--- src/rtl/row_adc_sequencer.sv ---
// Row conversion sequencer for the single-slope column ADC: reset pulse, ramp window, shadow snapshot, pixel readout.
// Latency: start sampled at edge 0 -> adc_reset cycles 1..RST_CYCLES, ramp_en next RAMP_CYCLES cycles, first word in the cycle after the snapshot.
// Backpressure: readout stalls while out_ready is low, with every out_* field held stable. Optional ROW_SEQ_FRAME_CNT_EN adds the frame_cnt output.
module row_adc_sequencer #(
  parameter int NUM_PIXELS  = 5,
  parameter int RST_CYCLES  = 4,
  parameter int RAMP_CYCLES = 256
) (
  input  logic                    clk,
  input  logic                    reset,
  input  logic                    start,
  output logic                    adc_reset,
  output logic                    ramp_en,
  input  logic [NUM_PIXELS*8-1:0] stored_values,
  output logic                    out_valid,
  input  logic                    out_ready,
  output logic [7:0]              out_data,
  output logic [5:0]              out_pix,
  output logic                    out_last,
  output logic                    busy,
  output logic                    done
`ifdef ROW_SEQ_FRAME_CNT_EN
  ,
  output logic [15:0]             frame_cnt
`endif
);

  typedef enum logic [2:0] {
    IDLE = 3'd0,
    ARST = 3'd1,
    RAMP = 3'd2,
    READ = 3'd3,
    DONE = 3'd4
  } state_t;

  localparam logic [7:0] RST_LOAD  = 8'(RST_CYCLES - 1);
  localparam logic [7:0] RAMP_LOAD = 8'(RAMP_CYCLES - 1);
  localparam logic [5:0] LAST_IDX  = 6'(NUM_PIXELS - 1);

  state_t                  state_q, state_d;
  logic [7:0]              phase_q, phase_d;
  logic [5:0]              idx_q, idx_d;
  logic [NUM_PIXELS*8-1:0] shadow_q;
  logic [NUM_PIXELS*8-1:0] shadow_src;
  logic [7:0]              data_d;
  logic                    snap;
  logic                    fire;

  assign fire = out_valid && out_ready;

  // Next-state, phase counter, pixel index and snapshot decision.
  always_comb begin
    state_d = state_q;
    phase_d = phase_q;
    idx_d   = idx_q;
    snap    = 1'b0;
    case (state_q)
      IDLE: begin
        if (start) begin
          state_d = ARST;
          phase_d = RST_LOAD;
        end
      end
      ARST: begin
        if (phase_q == 8'd0) begin
          state_d = RAMP;
          phase_d = RAMP_LOAD;
        end else begin
          phase_d = phase_q - 8'd1;
        end
      end
      RAMP: begin
        if (phase_q == 8'd0) begin
          snap    = 1'b1;
          idx_d   = 6'd0;
          state_d = READ;
        end else begin
          phase_d = phase_q - 8'd1;
        end
      end
      READ: begin
        if (fire) begin
          if (idx_q == LAST_IDX) begin
            state_d = DONE;
          end else begin
            idx_d = idx_q + 6'd1;
          end
        end
      end
      DONE: begin
        state_d = IDLE;
      end
      default: begin
        state_d = IDLE;
      end
    endcase
  end

  // Word for the next cycle comes from the fresh capture on the snapshot edge, otherwise from the shadow.
  always_comb begin
    shadow_src = snap ? stored_values : shadow_q;
    data_d     = shadow_src[8*int'(idx_d) +: 8];
  end

  // State, counters and shadow array.
  always_ff @(posedge clk or posedge reset) begin
    if (reset) begin
      state_q  <= IDLE;
      phase_q  <= 8'd0;
      idx_q    <= 6'd0;
      shadow_q <= '0;
    end else begin
      state_q <= state_d;
      phase_q <= phase_d;
      idx_q   <= idx_d;
      if (snap) begin
        shadow_q <= stored_values;
      end
    end
  end

  // All outputs are registered images of the upcoming state so they change exactly on state boundaries.
  always_ff @(posedge clk or posedge reset) begin
    if (reset) begin
      adc_reset <= 1'b0;
      ramp_en   <= 1'b0;
      out_valid <= 1'b0;
      out_data  <= 8'd0;
      out_pix   <= 6'd0;
      out_last  <= 1'b0;
      busy      <= 1'b0;
      done      <= 1'b0;
    end else begin
      adc_reset <= (state_d == ARST);
      ramp_en   <= (state_d == RAMP);
      out_valid <= (state_d == READ);
      out_data  <= (state_d == READ) ? data_d : 8'd0;
      out_pix   <= (state_d == READ) ? idx_d : 6'd0;
      out_last  <= (state_d == READ) && (idx_d == LAST_IDX);
      busy      <= (state_d != IDLE);
      done      <= (state_d == DONE);
    end
  end

`ifdef ROW_SEQ_FRAME_CNT_EN
  // Completed-row counter, bumped as the DONE cycle ends; wraps naturally at 16 bits.
  always_ff @(posedge clk or posedge reset) begin
    if (reset) begin
      frame_cnt <= 16'd0;
    end else if (state_q == DONE) begin
      frame_cnt <= frame_cnt + 16'd1;
    end
  end
`endif

endmodule

--- config.mk ---
export PLATFORM = sky130hd
export DESIGN_NAME = row_adc_sequencer
export DESIGN_NICKNAME = d
export VERILOG_FILES = /design/src/rtl/row_adc_sequencer.sv
export SDC_FILE = /design/constraint.sdc
export NUM_CORES = 1
export LEC_CHECK = 0
export ABC_AREA = 0
export CORE_UTILIZATION = 35
export CTS_CLUSTER_DIAMETER = 200
export DETAILED_ROUTE_END_ITERATION = 10
export GPL_ROUTABILITY_DRIVEN = 0
export GPL_TIMING_DRIVEN = 0
export PLACE_DENSITY_LB_ADDON = 0.2
export SLEW_MARGIN = 40
export SYNTH_ARGS = -nofsm -noshare
export SYNTH_HDL_FRONTEND = slang
export SYNTH_SLANG_ARGS = --single-unit
--- constraint.sdc ---
create_clock -name clk -period 6.5 [get_ports clk]
set_input_delay 1.3 -clock clk [delete_from_list [all_inputs] [get_ports clk]]
set_output_delay 1.3 -clock clk [all_outputs]
set_load 0.02 [all_outputs]
==> results.py, run 1 <==
metrics = {
    "die": {
        "core_mm2": 0.00942,
        "die_h_um": 101,
        "die_area_mm2": 0.0103,
        "dieWidth_um": 101,
        "rows": 35,
        "io_pins": 64,
        "initial_core_util_pct": 36.7,
    },
    "worst_hold_path": {
        "min_path_type": "flop to flop",
        "min_to": "shadow_q[36]",
        "hp-start": "shadow_q[36]",
        "holdPathStages": 2,
    },
    "critical_path": {
        "r2r_setup_slack_ns": 3.62,
        "cp_max_fo": 8,
        "crit_arrival_ns": 3.55,
        "reg2regPathDepth": 9,
        "required_ns": 6.76,
        "endpoint_kind": "flop",
        "r2r-start": "phase_q[0]",
        "r2r_end": "out_data[1]",
        "worstSetupPathType": "input port to flop",
        "startpoint_type": "input port",
    },
    "timing": {
        "worst_hold_slack_ns": 0.483,
        "max_freq_mhz": 303,
        "final_max_slew_viol_count": 0,
        "finalCriticalPeriod_ns": 3.30,
        "finalCritPeriodShare_pct": 50.7,
        "fin_tns_setup_ns": 0,
        "tightest_slew_ns": 0.567,
        "hold_viol": 0,
        "slew_headroom_pct": 62.0,
        "setup_viol": 0,
        "rsz0062_at_grt": "false",
        "fin_worst_skew_ns": 0.00873,
    },
    "synthesis": {
        "syn_area_mm2": 0.00346,
        "synth.largest_area_cell": "dfrtp_1",
        "ys_ff_latch": 77,
        "synth_area_leaders": "dfrtp_1, mux2_2, mux2i_1, a21oi_1, inv_1",
        "yosys_warnings": 0,
        "syn_inst": 285,
        "ys_seq_area_share_pct": 55.8,
        "ys.flop_type": "dfrtp_1",
        "synth-edff-count": 0,
        "synth_nets": 332,
        "syn_area_per_cell_um2": 12.1,
        "yosysTopAreaCellShare_pct": 55.8,
        "synth_cell_types": 43,
        "async_flop_share_pct": 100,
    },
    "route": {
        "top_layer": "met4",
        "wl_per_cell_um": 15.3,
        "wl_met1_um": 3380,
        "drtIter0Drc": 70,
        "dr.pass1.iters": 4,
        "routed_wl_um": 7570,
        "vias": 2450,
        "via_per_inst": 4.96,
        "wl_met2_um": 3740,
        "wl_met3_um": 374,
        "ant_nets": 0,
        "drc": 0,
    },
    "cts": {
        "clk_pin_slew_worst_paths_ns": 0.08,
        "htreeDepth": 3,
        "clk_latency_ns": 0.34,
        "ctsResizeCount": 0,
        "cts_tree": "built",
        "cts.sinks": 77,
        "clk_path_buf_depth": 2,
        "postCtsSetupBuffers": 0,
        "cts_buffers": 9,
        "hold_buffers": 0,
        "root_buffer": "clkbuf_8",
    },
    "final_layout": {
        "layout_common_cells": "dfrtp_1, clkdlybuf4s50_1, mux2_2, inv_1, mux2i_1",
        "fillCellCount": 867,
        "syn_to_final_growth_pct": 29.3,
        "design_area_mm2": 0.00447,
        "fin_nets": 407,
        "layout_commonest_cell": "dfrtp_1",
        "num_antenna_cells": 0,
        "postLayoutCoreUtil_pct": 47.5,
        "drive_gt1_share_pct": 19.5,
    },
    "power": {
        "p_leak_nw": 2.04,
        "power.density_mw_per_mm2": 198,
        "p_total_mw": 0.887,
        "ir_drop_uv": 139,
    },
    "global_routing": {
        "antenna_found_initial": 0,
        "grt_start_max_net_pins": 60,
        "grt_pass1_vias": 2536,
        "track_usage_pct": 16.2,
        "grt_pass1_wl_um": 12400,
        "overflow": 0,
    },
    "place": {
        "dp_hpwl_um": 5400,
        "port_buffers": 63,
        "placed_area_mm2": 0.00428,
    },
    "status": {
        "status": "finished, final reports clean",
    },
    "job": {
        "drv_cap": 0,
    },
}
## worst max-delay path by stage
stage	from	endpoint	slack, ns
floorplan	reset	adc_reset	3.23
global placement	reset	shadow_q[16]	1.96
detailed placement	out_ready	out_data[4]	2.84
CTS	out_ready	out_data[4]	3.19
global route	out_ready	out_data[4]	2.94
finish	out_ready	out_data[4]	3.20
## power breakdown
part           leakage (nW)  switching (mW)  internal [mW]
Clock                0.0888           0.176          0.161
Combinational          1.01          0.0213         0.0345
Sequential            0.943         0.00300          0.491
Total                  2.04           0.200          0.687
## synthesized netlist by cell type (all sizes together), types with 3 or more instances
cell type,instances
dfrtp,77
mux2,33
inv,18
mux2i,16
a21oi,15
nor2,14
nand2,12
or2,10
o211ai,9
o21ai,9
buf,8
o221ai,8
a21o,6
nand3,6
or3,6
nor3,5
clkbuf,3
ha,3
nand4,3
nor4b,3
o22a,3
## layout make-up
class                   count  area [µm²]  area share [%]
flip-flops and latches     77        1930            43.1
clock buffers              12         155            3.47
plain buffers              11        87.6            1.96
repair buffers             64         658            14.7
inverters                  18        72.6            1.62
clock inverters             4        32.5           0.728
multi-input cells         179        1370            30.7
well taps                 129         161            3.61
## stage by stage
| stage | setup slack, ns | cells |
|---|---|---|
| after floorplan | 3.23 | 285 |
| after global placement | 1.96 | 477 |
| after detailed placement | 2.84 | 478 |
| after CTS | 3.19 | 494 |
| after global routing | 2.94 | 494 |
| final | 3.20 | 494 |
## cells by family (layout without fill, tap and decap cells)
family | count (synthesis) | count (layout) | synth area share, %
flops | 77 | 77 | 55.8
simple gates | 72 | 72 | 11.9
compound gates | 53 | 53 | 10.6
mux | 49 | 49 | 15.6
buf+inv | 29 | 109 | 4.49
fa+ha+maj | 3 | 3 | 1.09
xor+xnor | 2 | 2 | 0.507
## registers in the layout, summed over array words and instances (netlist names)
register,count
adc_reset,1
busy,1
done,1
idx_q,6
out_data,8
out_last,1
out_pix,6
out_valid,1
phase_q,8
ramp_en,1
shadow_q,40
state_q,3
## layer usage
layer	vias to the layer above	GRT usage (%)
li1	1165	-
met1	1206	20.2
met2	70	26.9
met3	9	4.62
met4	0	5.35
met5	-	0
## critical path, stage by stage
cell,delay (ns)
clkdlybuf4s50_1,0.53
nand2_1,0.16
a21oi_1,0.28
mux2i_1,0.13
a21oi_2,0.17
inv_1,0.10
nor3_2,0.51
o211ai_1,0.24
o221ai_1,0.12
No activity file was read; power rests on OpenSTA's default activity.
==> run 2: changes to the inputs <==
==> constraint.sdc (replaced) <==
create_clock -name clk -period 3.2 [get_ports clk]
set_input_delay 0.64 -clock clk [delete_from_list [all_inputs] [get_ports clk]]
set_output_delay 0.64 -clock clk [all_outputs]
set_load 0.02 [all_outputs]
==> results of run 2 <==
The final DEF is identical to that of run 1. Status: finished, final reports clean.
Main changes from that run: setup slack after placement 2.84 ns -> 0.195 ns; setup slack after layout 3.20 ns -> 0.319 ns; start point of the critical path out_ready -> phase_q[0]; end point of the critical path out_data[4] -> out_data[1]; register-to-register setup slack 3.62 ns -> 0.32 ns; total power 0.887 mW -> 1.80 mW; worst IR drop on VDD 139 µV -> 281 µV
==> run 3: changes to the inputs <==
--- a/config.mk
+++ b/config.mk
@@ -6,6 +6,7 @@
 export NUM_CORES = 1
 export LEC_CHECK = 0
 export ABC_AREA = 0
+export CAP_MARGIN = 20
 export CORE_UTILIZATION = 35
 export CTS_CLUSTER_DIAMETER = 200
 export DETAILED_ROUTE_END_ITERATION = 10
==> results of run 3 <==
The final DEF is identical to that of run 1. Status: finished, final reports clean.
Main changes from that run: setup slack after placement 2.84 ns -> 0.195 ns; setup slack after layout 3.20 ns -> 0.319 ns; start point of the critical path out_ready -> phase_q[0]; end point of the critical path out_data[4] -> out_data[1]; register-to-register setup slack 3.62 ns -> 0.32 ns; total power 0.887 mW -> 1.80 mW; worst IR drop on VDD 139 µV -> 281 µV
